**src/rtl/sipo_pkg.sv**
```systemverilog
// Shared types and line levels for the framed SIPO receiver.
// Frame on the wire: start bit (1), WIDTH data bits MSB first, stop bit (0).
package sipo_pkg;

  typedef enum logic [1:0] {
    IDLE  = 2'b00,
    SHIFT = 2'b01,
    STOP  = 2'b10
  } rx_state_t;

  localparam logic START_LVL = 1'b1;
  localparam logic STOP_LVL  = 1'b0;

  // Bit-counter width; never narrower than one bit.
  function automatic int cnt_width(input int width);
    return (width < 2) ? 1 : $clog2(width);
  endfunction

endpackage

```
**src/rtl/sipo_rx_ctrl_if.sv**
```systemverilog
// Serial-in / parallel-out bundle between the receiver and its consumer.
// master = receiver controller, slave = line driver plus parallel consumer.
interface sipo_rx_ctrl_if #(
  parameter int WIDTH = 4
);

  logic             din;
  logic [WIDTH-1:0] dout;
  logic             dout_valid;
  logic             dout_ready;
  logic             busy;
  logic             frame_err;
  logic             overrun;

  modport master (
    input  din,
    input  dout_ready,
    output dout,
    output dout_valid,
    output busy,
    output frame_err,
    output overrun
  );

  modport slave (
    output din,
    output dout_ready,
    input  dout,
    input  dout_valid,
    input  busy,
    input  frame_err,
    input  overrun
  );

endinterface

```
**src/rtl/sipo_shreg.sv**
```systemverilog
// Left-shifting SIPO register; new bit enters at the LSB so the first
// (MSB-first) data bit ends up in q[WIDTH-1] after WIDTH shifts.
module sipo_shreg #(
  parameter int WIDTH = 4
) (
  input  logic             clk,
  input  logic             rst,
  input  logic             en,
  input  logic             din,
  output logic [WIDTH-1:0] q
);

  always_ff @(posedge clk or posedge rst) begin
    if (rst) begin
      q <= '0;
    end else if (en) begin
      q <= {q[WIDTH-2:0], din};
    end
  end

endmodule

```
**src/rtl/sipo_rx_ctrl.sv**
```systemverilog
// Framed serial receiver: sequences sipo_shreg, checks the stop bit and
// hands the word to a one-deep valid/ready holding register.
//
// state | meaning
// IDLE  | waiting for a start bit on din
// SHIFT | shifting data bits, cnt counts bits taken
// STOP  | sampling stop bit; load, drop (overrun) or reject (frame_err)
module sipo_rx_ctrl
  import sipo_pkg::*;
#(
  parameter int WIDTH = 4
) (
  input  logic                  clk,
  input  logic                  rst,
  sipo_rx_ctrl_if.master        bus
);

  localparam int CNT_W = cnt_width(WIDTH);
  localparam logic [CNT_W-1:0] CNT_LAST = CNT_W'(WIDTH - 1);

  rx_state_t        state, state_nxt;
  logic [CNT_W-1:0] cnt, cnt_nxt;
  logic [WIDTH-1:0] shreg;
  logic [WIDTH-1:0] dout_q;
  logic             dout_valid_q;
  logic             frame_err_q;
  logic             overrun_q;

  logic shift_en;
  logic load;
  logic drain;
  logic hold_free;
  logic frame_err_nxt;
  logic overrun_nxt;

  sipo_shreg #(
    .WIDTH (WIDTH)
  ) u_shreg (
    .clk (clk),
    .rst (rst),
    .en  (shift_en),
    .din (bus.din),
    .q   (shreg)
  );

  // A draining word frees the holding register on the same edge.
  assign drain     = dout_valid_q && bus.dout_ready;
  assign hold_free = !dout_valid_q || bus.dout_ready;

  always_ff @(posedge clk or posedge rst) begin
    if (rst) begin
      state <= IDLE;
      cnt   <= '0;
    end else begin
      state <= state_nxt;
      cnt   <= cnt_nxt;
    end
  end

  always_comb begin
    state_nxt     = state;
    cnt_nxt       = cnt;
    shift_en      = 1'b0;
    load          = 1'b0;
    frame_err_nxt = 1'b0;
    overrun_nxt   = 1'b0;
    unique case (state)
      IDLE: begin
        if (bus.din == START_LVL) begin
          state_nxt = SHIFT;
          cnt_nxt   = '0;
        end
      end
      SHIFT: begin
        shift_en = 1'b1;
        cnt_nxt  = cnt + 1'b1;
        if (cnt == CNT_LAST) begin
          state_nxt = STOP;
        end
      end
      STOP: begin
        state_nxt = IDLE;
        if (bus.din == STOP_LVL) begin
          if (hold_free) begin
            load = 1'b1;
          end else begin
            overrun_nxt = 1'b1;
          end
        end else begin
          frame_err_nxt = 1'b1;
        end
      end
      default: begin
        state_nxt = IDLE;
      end
    endcase
  end

  always_ff @(posedge clk or posedge rst) begin
    if (rst) begin
      dout_q       <= '0;
      dout_valid_q <= 1'b0;
      frame_err_q  <= 1'b0;
      overrun_q    <= 1'b0;
    end else begin
      frame_err_q <= frame_err_nxt;
      overrun_q   <= overrun_nxt;
      if (load) begin
        dout_q       <= shreg;
        dout_valid_q <= 1'b1;
      end else if (drain) begin
        dout_valid_q <= 1'b0;
      end
    end
  end

  assign bus.dout       = dout_q;
  assign bus.dout_valid = dout_valid_q;
  assign bus.frame_err  = frame_err_q;
  assign bus.overrun    = overrun_q;
  assign bus.busy       = (state != IDLE);

endmodule

```
**src/flat_wrapper.sv**
```systemverilog
// flat-port wrapper written by rule: the top's interface ports become plain ports
module sipo_rx_ctrl_flat import sipo_pkg::*;
#(
  parameter int WIDTH = 4
)
  (clk, rst, bus_din, bus_dout_ready, bus_dout, bus_dout_valid, bus_busy, bus_frame_err, bus_overrun);
  sipo_rx_ctrl_if #(.WIDTH(WIDTH)) bus_i ();
  input  logic clk;
  input  logic rst;
  input wire logic [$bits(bus_i.din)-1:0] bus_din;
  input wire logic [$bits(bus_i.dout_ready)-1:0] bus_dout_ready;
  output wire logic [$bits(bus_i.dout)-1:0] bus_dout;
  output wire logic [$bits(bus_i.dout_valid)-1:0] bus_dout_valid;
  output wire logic [$bits(bus_i.busy)-1:0] bus_busy;
  output wire logic [$bits(bus_i.frame_err)-1:0] bus_frame_err;
  output wire logic [$bits(bus_i.overrun)-1:0] bus_overrun;
  assign bus_i.din = bus_din;
  assign bus_i.dout_ready = bus_dout_ready;
  assign bus_dout = bus_i.dout;
  assign bus_dout_valid = bus_i.dout_valid;
  assign bus_busy = bus_i.busy;
  assign bus_frame_err = bus_i.frame_err;
  assign bus_overrun = bus_i.overrun;
  sipo_rx_ctrl #(.WIDTH(WIDTH)) u_core (.clk(clk), .rst(rst), .bus(bus_i));
endmodule
```
**config.mk**
```make
export PLATFORM = sky130hd
export DESIGN_NAME = sipo_rx_ctrl_flat
export DESIGN_NICKNAME = d
export VERILOG_FILES = /design/src/rtl/sipo_pkg.sv /design/src/rtl/sipo_rx_ctrl_if.sv /design/src/rtl/sipo_shreg.sv /design/src/rtl/sipo_rx_ctrl.sv /design/src/flat_wrapper.sv
export SDC_FILE = /design/constraint.sdc
export NUM_CORES = 1
export LEC_CHECK = 0
export CAP_MARGIN = 20
export CORE_ASPECT_RATIO = 1.2
export CORE_MARGIN = 2
export CORE_UTILIZATION = 30
export DETAILED_ROUTE_END_ITERATION = 6
export GPL_TIMING_DRIVEN = 0
export PLACE_DENSITY_LB_ADDON = 0.25
export SLEW_MARGIN = 5
export SYNTH_ARGS = -nofsm -noshare
export SYNTH_HDL_FRONTEND = slang
export SYNTH_HIERARCHICAL = 1
export SYNTH_SLANG_ARGS = --single-unit
```
**constraint.sdc**
```tcl
create_clock -name clk -period 1.4 [get_ports clk]
set_clock_uncertainty 0.15 [all_clocks]
set_input_delay 0.14 -clock clk [delete_from_list [all_inputs] [get_ports clk]]
set_output_delay 0.14 -clock clk [all_outputs]
set_load 0.05 [all_outputs]
```
# ---- Word level (Yosys, flattened, before mapping)
# Index checks and enable logic that the tools add are counted.
dict set report word_totals {
  register_bits 15
  input_bits 4
  out_inout_bits 8
}
dict set report op_classes {
  add_sub_neg 1
  eq_ne 5
  n_mux 16
  n_reduce_logical 9
}
# op n
set ops {}
lappend ops {{1-bit two-way mux} 11}
lappend ops {{2-bit case mux with 2 select lines} 2}
lappend ops {{2-bit two-way mux} 3}
lappend ops {{2-bit nonzero test} 3}
lappend ops {{2-bit equality test (second input constant)} 2}
lappend ops {{2-bit AND reduction} 2}
lappend ops {{2-bit by 1-bit adder with 2-bit output (second input constant)} 1}
lappend ops {{2-bit by 1-bit equality test with 1-bit output (second input constant)} 1}
lappend ops {{2-bit logical NOT} 1}
lappend ops {{2-bit by 1-bit != test with 1-bit output (second input constant)} 1}
lappend ops {{2-bit != test (second input constant)} 1}
lappend ops {{1-bit logical AND} 1}
lappend ops {{1-bit logical NOT} 1}
lappend ops {{1-bit logical OR} 1}

# ---- Logic depth before layout (Yosys ltp)
dict set report logic_depth {
  ltp_word 6
  ltp_mapped 3
}

# ---- Modules after synthesis
# Netlist, hierarchy kept.
# module instances cells_each area_per_inst_um2
set modules_own_cells {}
lappend modules_own_cells {sipo_rx_ctrl 1 31 434.2}
lappend modules_own_cells {sipo_shreg 1 9 148.9}

# ---- Worst setup path after synthesis
# Ideal clock, no wire load.
dict set report synth_timing {
  kind {reg-to-reg}
  start {register u_core.dout_valid_q, in the netlist u_core/bus.dout_valid}
  end {register u_core.dout_q[0], in the netlist u_core/bus.dout[0]}
  arrival_ns 1.221
  required_ns 1.122
  setup_slack_ns -0.099
  stages_incl_launch_ff 4
  path_buffers 0
  synth_period_minus_slack_ns 1.499
  path_cell_list {dfrtp_1 > nand2b_1 > nand3_2 > mux2_1}
}
dict set report synth_between {
  elab_chain_cells 5
}
# item line
set synth_rtl {}
lappend synth_rtl {{start: declaration} sipo_rx_ctrl.sv:25} ;# logic dout_valid_q;
lappend synth_rtl {{start signal: assignment} sipo_rx_ctrl.sv:102} ;# dout_valid_q <= 1'b0;
lappend synth_rtl {{start signal: assignment} sipo_rx_ctrl.sv:110} ;# dout_valid_q <= 1'b1;
lappend synth_rtl {{start signal: assignment} sipo_rx_ctrl.sv:112} ;# dout_valid_q <= 1'b0;
lappend synth_rtl {{1-bit logical NOT} sipo_rx_ctrl.sv:48} ;# assign hold_free = !dout_valid_q || bus.dout_ready;
lappend synth_rtl {{1-bit logical OR} sipo_rx_ctrl.sv:48}
lappend synth_rtl {{1-bit two-way mux} sipo_rx_ctrl.sv:84} ;# if (hold_free) begin
lappend synth_rtl {{1-bit two-way mux} sipo_rx_ctrl.sv:83} ;# if (bus.din == STOP_LVL) begin
lappend synth_rtl {{1-bit two-way mux} sipo_rx_ctrl.sv:67} ;# unique case (state)
lappend synth_rtl {{end signal: assignment} sipo_rx_ctrl.sv:109} ;# dout_q <= shreg;
lappend synth_rtl {{end: declaration} sipo_rx_ctrl.sv:24} ;# logic [WIDTH-1:0] dout_q;
# Every way passes these cells.
# A chain may end at the register's enable or synchronous reset.

# ---- Final worst setup path
dict set report layout_timing {
  start {register u_core.state[0]}
  end {output bus_busy}
}
dict set report layout_between {
  elab_chain_cells 1
}
# item line
set layout_rtl {}
lappend layout_rtl {{start: declaration} sipo_rx_ctrl.sv:21} ;# rx_state_t state, state_nxt;
lappend layout_rtl {{start signal: assignment} sipo_rx_ctrl.sv:55} ;# state <= state_nxt;
lappend layout_rtl {{2-bit nonzero test} sipo_rx_ctrl.sv:121} ;# assign bus.busy = (state != IDLE);
lappend layout_rtl {{end: declaration} flat_wrapper.sv:14} ;# output wire logic [$bits(bus_i.busy)-1:0] bus_busy;
# Every way passes these cells.

==> out/metrics.csv <==
stage;metric;value;unit
timing;setup_slack;-2.64;ps
global_routing;grt_pass1_wl;1640;µm
route;dr.pass1.iters;1;
synthesis;yosysSeqAreaShare;64.4;%
synthesis;syn_area;583;µm²
finish;multi_input_area;210;µm²
setup_path;crit_arrival;1110;ps
finish;layout_common_cells;dfrtp_1, clkdlybuf4s15_2, mux2_1, mux2_2;
setup_path;slowest_stage;dfrtp_2;
global_routing;grt_use_total;10.1;%
route;via_count;355;
cts;clock-sinks;15;
route;finalWirelength;886;µm
setup_path;cp_cell_sequence;or2_4 > buf_8;
setup_path;required;1110;ps
placement;pre_cts_slack;-307;ps
floorplan;row_count;17;
min_path;hp-start;u_core/u_shreg/q[3];
synthesis;syn_area_per_cell;14.6;µm²
status;status;finished, violations left;
cts;cts_buffers;3;
floorplan;die_y;52.3;µm
global_routing;grt_start_max_net_pins;12;
setup_path;crit_type;register to output pin;
cts;clockRootBuffer;clkbuf_4;
setup_path;startpoint;u_core/state[0];
run;maxCapViolations;0;
pwr;power;1.82;mW
placement;place_congestion;0.557;
finish;nFillCells;190;
synthesis;synth_warnings;6;
cts;htree_levels;1;
timing;setup_viol;1;
timing;tightestPinTransition;414;ps
setup_path;cp_num_buf_inv;1;
setup_path;start_kind;register;
route;drc;0;
min_path;hold_class;register to register;
synthesis;syn_nets;45;
global_routing;grt_pass1_vias;376;
cts;clk_path_buf_depth;2;
timing;fmax;713;MHz
cts;cts_tree;built;
timing;slew_viol_final;0;
placement;io_buffers;11;
setup_path;r2r-start;u_core/state[0];
pwr;p_leak;0.362;nW
pwr;power_density;2310;nW/µm²
placement;hpwl;704;µm
timing;post-route-period-util;100;%
finish;nNetsFinal;63;
cts;path_clk_slew;90;ps
finish;ff_latch_area;378;µm²
floorplan;start_util;31.9;%
setup_path;cp_top_family;flip-flops;
status;violations;negative setup slack;
floorplan;ios;12;
route;routed_via_density;4.67;
timing;period_needed;1400;ps
floorplan;core;1830;µm²
synthesis;ys_ff_latch;15;
timing;hold_violations;0;
global_routing;antenna_found_initial;0;
setup_path;crit_path_end_kind;output pin;
timing;rsz0062_at_grt;true;
finish;final_common_cell;dfrtp_1;
route;wl_per_cell;11.7;µm
floorplan;fp.dieW;44.2;µm
timing;whs;342;ps
pwr;ir_worst_vdd;1.08;mV
finish;syn2layout_area_growth;35.0;%
floorplan;dieArea;2310;µm²
finish;antennaDiodeCount;0;
route;first_iter_violations;0;
synthesis;syn-instance-count;40;
route;antenna_left;0;
cts;clock_latency;270;ps
global_routing;grt_overflow;0;
timing;relSlewSlack;72.4;%
finish;layout-drive-gt1-share;42.1;%
synthesis;ys_types;18;
setup_path;cp_max_fo;5;
setup_path;critPathMaxStageDelay;450;ps
[routing by layer]
| metal | GRT usage (%) | vias up | wire length, µm |
|---|---|---|---|
| li1 | - | 174 | - |
| met1 | 11.0 | 175 | 359 |
| met2 | 17.6 | 6 | 492 |
| met3 | 3.10 | 0 | 34 |
| met4 | 4.55 | 0 | 0 |
| met5 | 0 | - | 0 |
[Yosys cell counts]
cell type | n | area share, %
or2_1 | 1 | 1.1
mux2_1 | 4 | 7.7
or2_2 | 1 | 1.1
a21oi_1 | 1 | 0.86
nand2_1 | 2 | 1.3
nor2_2 | 1 | 1.1
nor2_1 | 1 | 0.64
a22o_1 | 1 | 1.5
dfrtp_1 | 15 | 64
ha_1 | 1 | 2.1
inv_1 | 2 | 1.3
and3b_2 | 1 | 1.7
mux2_2 | 4 | 7.7
mux2_4 | 1 | 2.6
and2_1 | 1 | 1.1
nand2b_1 | 1 | 1.1
nor2b_1 | 1 | 1.1
nand3_2 | 1 | 1.7
[final timing paths]
| kind | endpoint | slack (ps) | depth (start not counted) |
|---|---|---|---|
| max | bus_busy | -3 | 2 |
| min | u_core/bus.dout[3] | 340 | 1 |
| max reg2reg | u_core/u_shreg/q[1] | 30 | 2 |
| min reg2reg | u_core/bus.dout[3] | 340 | 1 |
| max in group asynchronous | u_core/state[0] | 210 | 3 |
| min in group asynchronous | u_core/u_shreg/q[0] | 470 | 3 |
[final cells by class]
cell class | instances | area share [%]
Sequential cell | 15 | 48.0
Multi-Input combinational cell | 23 | 26.7
Timing Repair Buffer | 13 | 18.0
Clock buffer | 4 | 3.34
Inverter | 2 | 0.954
Tap cell | 19 | 3.02
[cell families (layout without fill, tap and decap cells)]
family                     Yosys count  in the layout  synth area share, %
DFF                                 15             15                 64.4
and+or+nand+nor                     11             11                 11.8
muxes                                9              9                 18.0
AOI/OAI and AO/OA                    2              2                 2.36
buffers and inverters                2             19                 1.29
adders and majority gates            1              1                 2.15
[state kept, by name, indices dropped and copies added (netlist names)]
name	count
u_core/bus.frame_err	1
u_core/cnt	2
u_core/u_shreg/q	4
u_core/bus.overrun	1
u_core/bus.dout	4
u_core/state	2
u_core/bus.dout_valid	1
[what timing repair did]
item / in CTS / in global routing
hold buffers: 1 / 0
endpoints found under the hold margin: 4 / 0
setup endpoints to repair: 12 / 9
resized for setup: 29 / 4
buffers inserted: 1 / 0
[stage by stage]
stage | instances | instance area, µm² | TNS, ps | util (%)
after global routing | 76 | 787 | -202 | 43.0
after floorplan | 40 | 584 | 0 | -
after CTS | 76 | 774 | -57.5 | 42.3
after global placement | 70 | 718 | -1410 | 39.3
after detailed placement | 70 | 718 | -1540 | 39.3
final | 76 | 787 | -2.64 | 43.0
[report_power, final]
group / internal (mW) / switching [mW] / total, mW
sequential: 0.616 / 0.115 / 0.732
combinational: 0.392 / 0.459 / 0.852
clock: 0.110 / 0.126 / 0.236
total: 1.12 / 0.701 / 1.82
Note: power is estimated with default switching activity, not from simulation.
